File: src/rtl/elevator_controller.sv
`default_nettype none
// ============================================================================
//  Module   : elevator_controller
//  Purpose  : Collective (SCAN) car sequencer with travel/door timing and an
//             emergency hold state. Optional home-return feature: HOME_RETURN_EN.
//  Revision : 1.0 - initial release
// ============================================================================
module elevator_controller #(
  parameter int  NUM_FLOORS       = 8,
  parameter int  TRAVEL_CYCLES    = 100,
  parameter int  DOOR_CYCLES      = 50,
  parameter int  HOME_IDLE_CYCLES = 500,
  localparam int FLOOR_W          = $clog2(NUM_FLOORS)
) (
  input  logic                  clk,
  input  logic                  rst_n,
  input  logic [NUM_FLOORS-1:0] call_req_i,
  input  logic                  sos_mode_i,
  input  logic                  weight_limit_exceeded_i,
  output logic [FLOOR_W-1:0]    floor_o,
  output logic                  door_o,
  output logic                  moving_up_o,
  output logic                  moving_down_o,
  output logic [NUM_FLOORS-1:0] pending_o,
  output logic                  emergency_o
);

  localparam int MAX_CYC = (TRAVEL_CYCLES > DOOR_CYCLES) ? TRAVEL_CYCLES : DOOR_CYCLES;
  localparam int TIMER_W = $clog2(MAX_CYC);

  if (NUM_FLOORS < 2 || TRAVEL_CYCLES < 2 || DOOR_CYCLES < 2 || HOME_IDLE_CYCLES < 1) begin : g_param_check
    $error("elevator_controller: illegal parameter value");
  end

  typedef enum logic [1:0] {
    S_IDLE   = 2'd0,
    S_MOVING = 2'd1,
    S_DOOR   = 2'd2,
    S_EMERG  = 2'd3
  } state_e;

  state_e                state_q, state_d;
  logic [FLOOR_W-1:0]    floor_q, floor_d;
  logic                  door_q, door_d;
  logic                  up_q, up_d;
  logic                  down_q, down_d;
  logic                  emerg_q, emerg_d;
  logic                  dir_up_q, dir_up_d;
  logic [TIMER_W-1:0]    timer_q, timer_d;
  logic [NUM_FLOORS-1:0] pending_q, pending_d;

  logic                  w_any_above, w_any_below;
  logic [FLOOR_W-1:0]    w_floor_nxt;
  logic                  w_home_fire;

  always_comb begin
    w_any_above = 1'b0;
    w_any_below = 1'b0;
    for (int i = 0; i < NUM_FLOORS; i++) begin
      if (i > int'(floor_q)) w_any_above = w_any_above | pending_q[i];
      if (i < int'(floor_q)) w_any_below = w_any_below | pending_q[i];
    end
  end

  assign w_floor_nxt = up_q ? floor_q + FLOOR_W'(1) : floor_q - FLOOR_W'(1);

`ifdef HOME_RETURN_EN
  localparam int HOME_W = $clog2(HOME_IDLE_CYCLES + 1);
  logic [HOME_W-1:0] home_cnt_q, home_cnt_d;

  always_comb begin
    home_cnt_d  = '0;
    w_home_fire = 1'b0;
    if (state_q == S_IDLE && pending_q == '0 && call_req_i == '0 &&
        floor_q != '0 && !sos_mode_i) begin
      if (home_cnt_q == HOME_W'(HOME_IDLE_CYCLES - 1)) w_home_fire = 1'b1;
      else                                             home_cnt_d  = home_cnt_q + HOME_W'(1);
    end
  end

  always_ff @(posedge clk) begin
    if (!rst_n) home_cnt_q <= '0;
    else        home_cnt_q <= home_cnt_d;
  end
`else
  assign w_home_fire = 1'b0;
`endif

  always_comb begin
    state_d   = state_q;
    floor_d   = floor_q;
    door_d    = door_q;
    up_d      = 1'b0;
    down_d    = 1'b0;
    emerg_d   = 1'b0;
    dir_up_d  = dir_up_q;
    timer_d   = '0;
    pending_d = pending_q | call_req_i;
    case (state_q)
      S_IDLE: begin
        door_d = 1'b0;
        if (sos_mode_i) begin
          state_d   = S_EMERG;
          door_d    = 1'b1;
          emerg_d   = 1'b1;
          pending_d = '0;
        end else if (pending_q[floor_q]) begin
          state_d            = S_DOOR;
          door_d             = 1'b1;
          pending_d[floor_q] = 1'b0;
        end else if (w_any_above && (dir_up_q || !w_any_below)) begin
          state_d  = S_MOVING;
          up_d     = 1'b1;
          dir_up_d = 1'b1;
        end else if (w_any_below) begin
          state_d  = S_MOVING;
          down_d   = 1'b1;
          dir_up_d = 1'b0;
        end else if (w_home_fire) begin
          pending_d[0] = 1'b1;
        end
      end
      S_MOVING: begin
        up_d   = up_q;
        down_d = down_q;
        if (timer_q == TIMER_W'(TRAVEL_CYCLES - 1)) begin
          floor_d = w_floor_nxt;
          if (sos_mode_i) begin
            state_d   = S_EMERG;
            up_d      = 1'b0;
            down_d    = 1'b0;
            door_d    = 1'b1;
            emerg_d   = 1'b1;
            pending_d = '0;
          end else if (pending_d[w_floor_nxt]) begin
            state_d                = S_DOOR;
            up_d                   = 1'b0;
            down_d                 = 1'b0;
            door_d                 = 1'b1;
            pending_d[w_floor_nxt] = 1'b0;
          end
        end else begin
          timer_d = timer_q + TIMER_W'(1);
        end
      end
      S_DOOR: begin
        door_d = 1'b1;
        // A call at the open floor re-arms the dwell instead of being latched.
        pending_d[floor_q] = pending_q[floor_q];
        if (sos_mode_i) begin
          state_d   = S_EMERG;
          emerg_d   = 1'b1;
          pending_d = '0;
        end else if (timer_q == TIMER_W'(DOOR_CYCLES - 1) && weight_limit_exceeded_i) begin
          timer_d = timer_q;
        end else if (call_req_i[floor_q]) begin
          timer_d = '0;
        end else if (timer_q == TIMER_W'(DOOR_CYCLES - 1)) begin
          state_d = S_IDLE;
          door_d  = 1'b0;
        end else begin
          timer_d = timer_q + TIMER_W'(1);
        end
      end
      S_EMERG: begin
        pending_d = '0;
        if (sos_mode_i) begin
          door_d  = 1'b1;
          emerg_d = 1'b1;
        end else begin
          state_d = S_IDLE;
          door_d  = 1'b0;
        end
      end
    endcase
  end

  always_ff @(posedge clk) begin
    if (!rst_n) begin
      state_q   <= S_IDLE;
      floor_q   <= '0;
      door_q    <= 1'b0;
      up_q      <= 1'b0;
      down_q    <= 1'b0;
      emerg_q   <= 1'b0;
      dir_up_q  <= 1'b1;
      timer_q   <= '0;
      pending_q <= '0;
    end else begin
      state_q   <= state_d;
      floor_q   <= floor_d;
      door_q    <= door_d;
      up_q      <= up_d;
      down_q    <= down_d;
      emerg_q   <= emerg_d;
      dir_up_q  <= dir_up_d;
      timer_q   <= timer_d;
      pending_q <= pending_d;
    end
  end

  assign floor_o       = floor_q;
  assign door_o        = door_q;
  assign moving_up_o   = up_q;
  assign moving_down_o = down_q;
  assign pending_o     = pending_q;
  assign emergency_o   = emerg_q;

endmodule
`default_nettype wire
File: config.mk
export PLATFORM = sky130hd
export DESIGN_NAME = elevator_controller
export DESIGN_NICKNAME = d
export VERILOG_FILES = /design/src/rtl/elevator_controller.sv
export SDC_FILE = /design/constraint.sdc
export NUM_CORES = 1
export LEC_CHECK = 0
export ABC_AREA = 1
export CAP_MARGIN = 10
export CELL_PAD_IN_SITES_DETAIL_PLACEMENT = 0
export CELL_PAD_IN_SITES_GLOBAL_PLACEMENT = 2
export CORE_ASPECT_RATIO = 0.9
export CORE_MARGIN = 2
export CORE_UTILIZATION = 26
export CTS_CLUSTER_DIAMETER = 60
export DETAILED_ROUTE_END_ITERATION = 10
export PLACE_DENSITY_LB_ADDON = 0.1
export SLEW_MARGIN = 5
export SYNTH_ARGS = -nofsm -noshare
export SYNTH_HDL_FRONTEND = slang
export SYNTH_SLANG_ARGS = --single-unit
File: constraint.sdc
create_clock -name clk -period 2.1 [get_ports clk]
set_input_delay 0.42 -clock clk [delete_from_list [all_inputs] [get_ports clk]]
set_output_delay 0.42 -clock clk [all_outputs]
set_load 0.05 [all_outputs]
[Word level (Yosys, flattened, before mapping)]
Index checks and enable logic that the tools add are counted.
Word-level totals
  bits in registers: 25
  latch bits: 0
  bits in writable memories: 0
  memory bits (read-only): 0
  input port bits: 12
  output and inout bits: 15
  word-level logic and storage cells: 154
  memories: 0
Operators by class
  $add $sub $neg: 3
  $mul: 0
  div/mod/pow operators: 0
  order comparisons: 18
  equality and inequality tests: 12
  shift operators: 0
  multiplexer cells: 80
  bitwise gates (word level): 19
  reductions and logical operators: 13
Operator list (number)
  two-way mux 1 bit: 43
  two-way mux 7 bit: 6
  two-way mux 8 bit: 5
  one-hot mux 8 bit (4 select lines): 1
  two-way mux 2 bit: 12
  bitwise AND 8 bit: 2
  NOT 8 bit: 2
  one-hot mux 7 bit (2 select lines): 1
  > comparator 3 bit, first input constant: 4
  inequality test 3 bit, second input constant: 4
  OR 1 bit: 12
  binary-select mux 1 bit (select 3 bit): 3
  < comparator 3 bit, first input constant: 3
  bitwise mux 8 bit: 1
  < comparator 3 x 4 -> 1 bit, second input constant: 2
  OR 8 bit: 1
  one-hot mux 2 bit (4 select lines): 1
  adder 7 x 1 -> 7 bit, second input constant: 1
  == test 7 x 6 -> 1 bit, second input constant: 1
  == test 7 bit, second input constant: 1
  AND reduction 7 bit: 1
  demux 1 bit (select 3 bit): 2
  >= comparator 3 x 1 -> 1 bit, second input constant: 2
  > comparator 2 x 3 -> 1 bit, first input constant: 2
  other kinds (21): 32

[Depth between registers and ports, before layout]
  depth after elaboration: 21
  depth in mapped cells: 18
  gate-level depth less buffers: 15

[Worst setup path before layout]
OpenSTA, ideal clock, no wires.
  path kind: register -> register
  from: register floor_q[0] (netlist: floor_o[0])
  to: register state_q[0]
  setup time: 0.128 ns
  arrival time: 2.462 ns
  slack: -0.490 ns
  stages on the path, launching flop included: 18
  path buffers: 3
  period minus slack after synthesis: 2.590 ns
  cell sequence: dfxtp_1 -> buf_6 -> inv_2 -> buf_6 -> buf_2 -> ha_1 -> inv_1 -> nand2_1 -> nand2_1 -> nand2_1 -> nand2_1 -> nand2_1 -> a21oi_1 -> nor2_1 -> nand2_1 -> nand2_1 -> nand2_1 -> nor2_1
On the way
  longest elaborated chain between the ends: 21
  elaborated cells on any way between the ends: 60
Ends and longest elaborated chain
  start, declared: line 43  | logic [FLOOR_W-1:0] floor_q, floor_d;
  start signal, assigned: line 191  | floor_q <= floor_d;
  < comparator 1 x 3 -> 1 bit: line 61  | if (i < int'(floor_q)) w_any_below = w_any_below | pending_q[i];
  two-way mux 1 bit: line 61
  OR 1 bit: line 61
  two-way mux 1 bit: line 61
  OR 1 bit: line 61
  two-way mux 1 bit: line 61
  OR 1 bit: line 61
  two-way mux 1 bit: line 61
  [5 not listed]
  two-way mux 1 bit: line 61
  zero test 1 bit: line 111  | end else if (w_any_above && (dir_up_q || !w_any_below)) begin
  logical OR 1 bit: line 111
  logical AND 1 bit: line 111
  two-way mux 2 bit: line 111
  two-way mux 2 bit: line 107  | end else if (pending_q[floor_q]) begin
  two-way mux 2 bit: line 102  | if (sos_mode_i) begin
  one-hot mux 2 bit (4 select lines): line 99  | case (state_q)
  end signal, assigned: line 190  | state_q <= state_d;
  end, declared: line 42  | state_e state_q, state_d;
Parallel ways exist; a longest one is shown, timed or not. The select of a mux whose other input is x is not followed.
A chain may end at the register's enable or synchronous reset.

[Final worst setup path]
  from: register pending_q[5] (netlist: pending_o[5])
  to: output pending_o[5]
RTL lines
  start, declared: line 50  | logic [NUM_FLOORS-1:0] pending_q, pending_d;
  start signal, assigned: line 198  | pending_q <= pending_d;
  end, declared: line 24  | output logic [NUM_FLOORS-1:0] pending_o,
No word-level cell between the ends.

==> summary.md <==
| Metric | Value |
|---|---|
| Outcome | finished clean |
| Final slew viol count | 0 |
| Slowest CP cell | clkdlybuf4s50_1 |
| Inserted Diodes | 0 |
| TritonCTS sink count | 25 |
| RSZ-0062 raised after global routing | false |
| Post-Synth Adder-Cell Area | 6.96% |
| CTS tree | yes |
| Largest net degree at the start of global routing | 24 |
| Reg power frac | 25.2% |
| Commonest cells after routing, fill and taps aside | nand2_1, inv_1, nor2_1, nand3_1, buf_4 |
| Crit path DAT | 1.61 ns |
| Row count | 32 |
| Placer congestion estimate | 0.795 |
| Number of global-route vias before repair | 2463 |
| Syn-to-layout area delta | 29.2% |
| Pleak | 0.00147 uW |
| Syn Nets | 447 |
| Startpoint types | register |
| # IOs | 27 |
| Max cap viols | 0 |
| Worst hold path class | reg2reg |
| Highest clock rate | 0.493 GHz |
| Final period util | 96.6% |
| Synth Area in Simple Gates | 47.9% |
| Critical path buffers and inverters | 1 |
| Final Core Density | 34.9% |
| DR iter-0 viols | 146 |
| Ys Warns | 0 |
| Avg Cell Area, Syn | 5.54 um^2 |
| Detailed placement HPWL | 6.44 mm |
| CP cell instances | clkdlybuf4s50_1 |
| FF+latch count, synth | 25 |
| Final-stage net count | 496 |
| Die area | 9760 um^2 |
| Filler instances | 999 |
| Switch Pwr | 1360 uW |
| Mapped Cells | 422 |
| CTS clk-pin slew, worst paths | 0.11 ns |
| Sequential share of the synthesized area | 21.4% |
| Die H | 93.9 um |
| Clock power share | 13.1% |
| Worst-margin pin slew | 1.02 ns |
| Worst Path Max Fanout | 6 |
| WL per Instance | 14.4 um |
| Initial Utilization | 27.0% |
| Remaining DRCs | 0 |
| Core ar. | 8650 um^2 |
| CP Class | reg2out |
| Clk_skew | 0.00338 ns |
| Pre-antenna DRT Iters | 4 |
| Via density | 4.49 |
| P_int | 1290 uW |
| Power, Total | 2650 uW |
| Number of buffers inserted by port buffering | 26 |
| Part of the power in combinational logic | 61.7% |
| Max Buffers Root-to-Sink | 2 |
| Critical path's top delay family | buffers and inverters |
| P per Cell Area | 876 nW/um^2 |
| Num CTS Buffers | 3 |
| Synth cell types | 31 |
| Routed wire length | 8.46 mm |
| GRT Overall Usage | 18.1% |
| Commonest non-fill, non-tap cell in the layout | nand2_1 |
| Final hold violations | 0 |
| Combinational family with the most area after synthesis | simple AND/OR/NAND/NOR gates |
| Max incr delay on CP | 0.85 ns |
| Post-route ant nets | 0 |
| Root Buffer Master | clkbuf_8 |
| Switching Share | 51.4% |
| Die span in x | 104 um |
| Xor-xnor portion of the synthesized cell area | 0.750% |
| Required time worst endpoint | 1.68 ns |
| Compound-Gate Fraction of Synth Area | 10.8% |
| Detailed-route via count | 2643 |
| First-pass GRT wire length | 13.7 mm |
| VDD IR-drop max | 0.320 mV |
| Setup violators final | 0 |
| Worst rel slew slack | 32.1% |
| Clk Latency, worst-skew pair | 0.29 ns |
| Netlist Area Pre-Place | 2340 um^2 |
| Share of cells above drive strength 1 | 12.6% |
| Initial antenna violation count | 0 |
| Total grt overflow | 0 |
| Multiplexer area fraction after synthesis | 0% |
| Post-route minimum period | 2.03 ns |
| H-tree depth | 1 |
| Worst setup EP type | output pin |
-- final timing paths --
path	slack, ns	start	cells past startpoint	endpoint
setup / recovery	0.07	pending_o[5]$_SDFF_PN0_	1	pending_o[5]
hold / removal	0.49	door_o$_SDFFE_PN0P_	2	door_o$_SDFFE_PN0P_
setup reg to reg	0.09	state_q[1]$_SDFFE_PN0P_	6	pending_o[6]$_SDFF_PN0_
hold reg to reg	0.49	door_o$_SDFFE_PN0P_	2	door_o$_SDFFE_PN0P_
-- area by class of cell --
type	count	area, um^2	area share, %
clock inverter	1	8.76	0.290
tap	119	149	4.93
clock buffer	3	41.3	1.37
timing repair buffer	57	510	16.9
multi-input combinational	332	1610	53.3
sequential	25	505	16.7
inverter	52	195	6.47
-- per-layer routing --
metal,vias up,GRT usage [%],part of all wire (%)
li1,1420,-,-
met1,1172,28.3,56
met4,0,2.03,0.40
met2,46,26.9,41
met3,5,2.08,3.0
met5,-,0,0
-- power groups by stage --
stage | Combinational [uW] | Sequential [uW] | Clock (uW)
5_1_grt | 1820 | 681 | 395
4_1_cts | 1590 | 668 | 368
3_5_place_dp | 1590 | 679 | 0
3_3_place_gp | 1600 | 680 | 0
2_1_floorplan | 850 | 845 | 0
6_report | 1630 | 666 | 346
-- cells by family (layout without fill, tap and decap cells) --
group | count (synthesis) | in the layout
buffers and inverters | 65 | 113
xor gates and xnor gates | 2 | 2
AOI/OAI and AO/OA | 46 | 46
adders and majority gates | 13 | 13
DFF | 25 | 25
and+or+nand+nor | 271 | 271
-- synthesized netlist by cell type, drive strengths merged --
cell    instances  area (um^2)
a211oi          2         15.0
a21oi          21          109
a31oi           1         6.26
and3b           1         8.76
buf             8         70.1
clkbuf          5         18.8
dfxtp          25          500
ha             13          163
inv            52          195
nand2         165          627
nand3          44          220
nand4           6         37.5
nor2           49          184
nor3            2         15.0
nor4            1         6.26
o211ai          3         22.5
o21ai          17         85.1
o22ai           1         6.26
o31ai           1         7.51
or2             3         21.3
xor2            2         17.5
-- sequential cells by signal, summed over array words and instances (netlist names) --
signal,cells
dir_up_q,1
moving_up_o,1
emergency_o,1
state_q,2
moving_down_o,1
floor_o,3
pending_o,8
timer_q,7
door_o,1
-- through the flow --
stage	instance area (um^2)	hold slack, ns	instances	setup slack (ns)	setup TNS, ns
finish	3020	0.490	589	0.0722	0
global route	3020	0.511	589	0.00219	0
CTS	2960	0.493	588	0.0194	0
detailed placement	2910	0.471	584	-0.000549	-0.000549
global placement	2910	0.462	584	0.0153	0
floorplan	2370	0.444	422	0.0197	0
-- what timing repair did --
action | CTS | global route
setup endpoints to repair | 0 | 7
resized for setup | 0 | 12
setup buffers | 0 | 1
hold buffers | 0 | 0
Note: power is estimated with default switching activity, not from simulation.
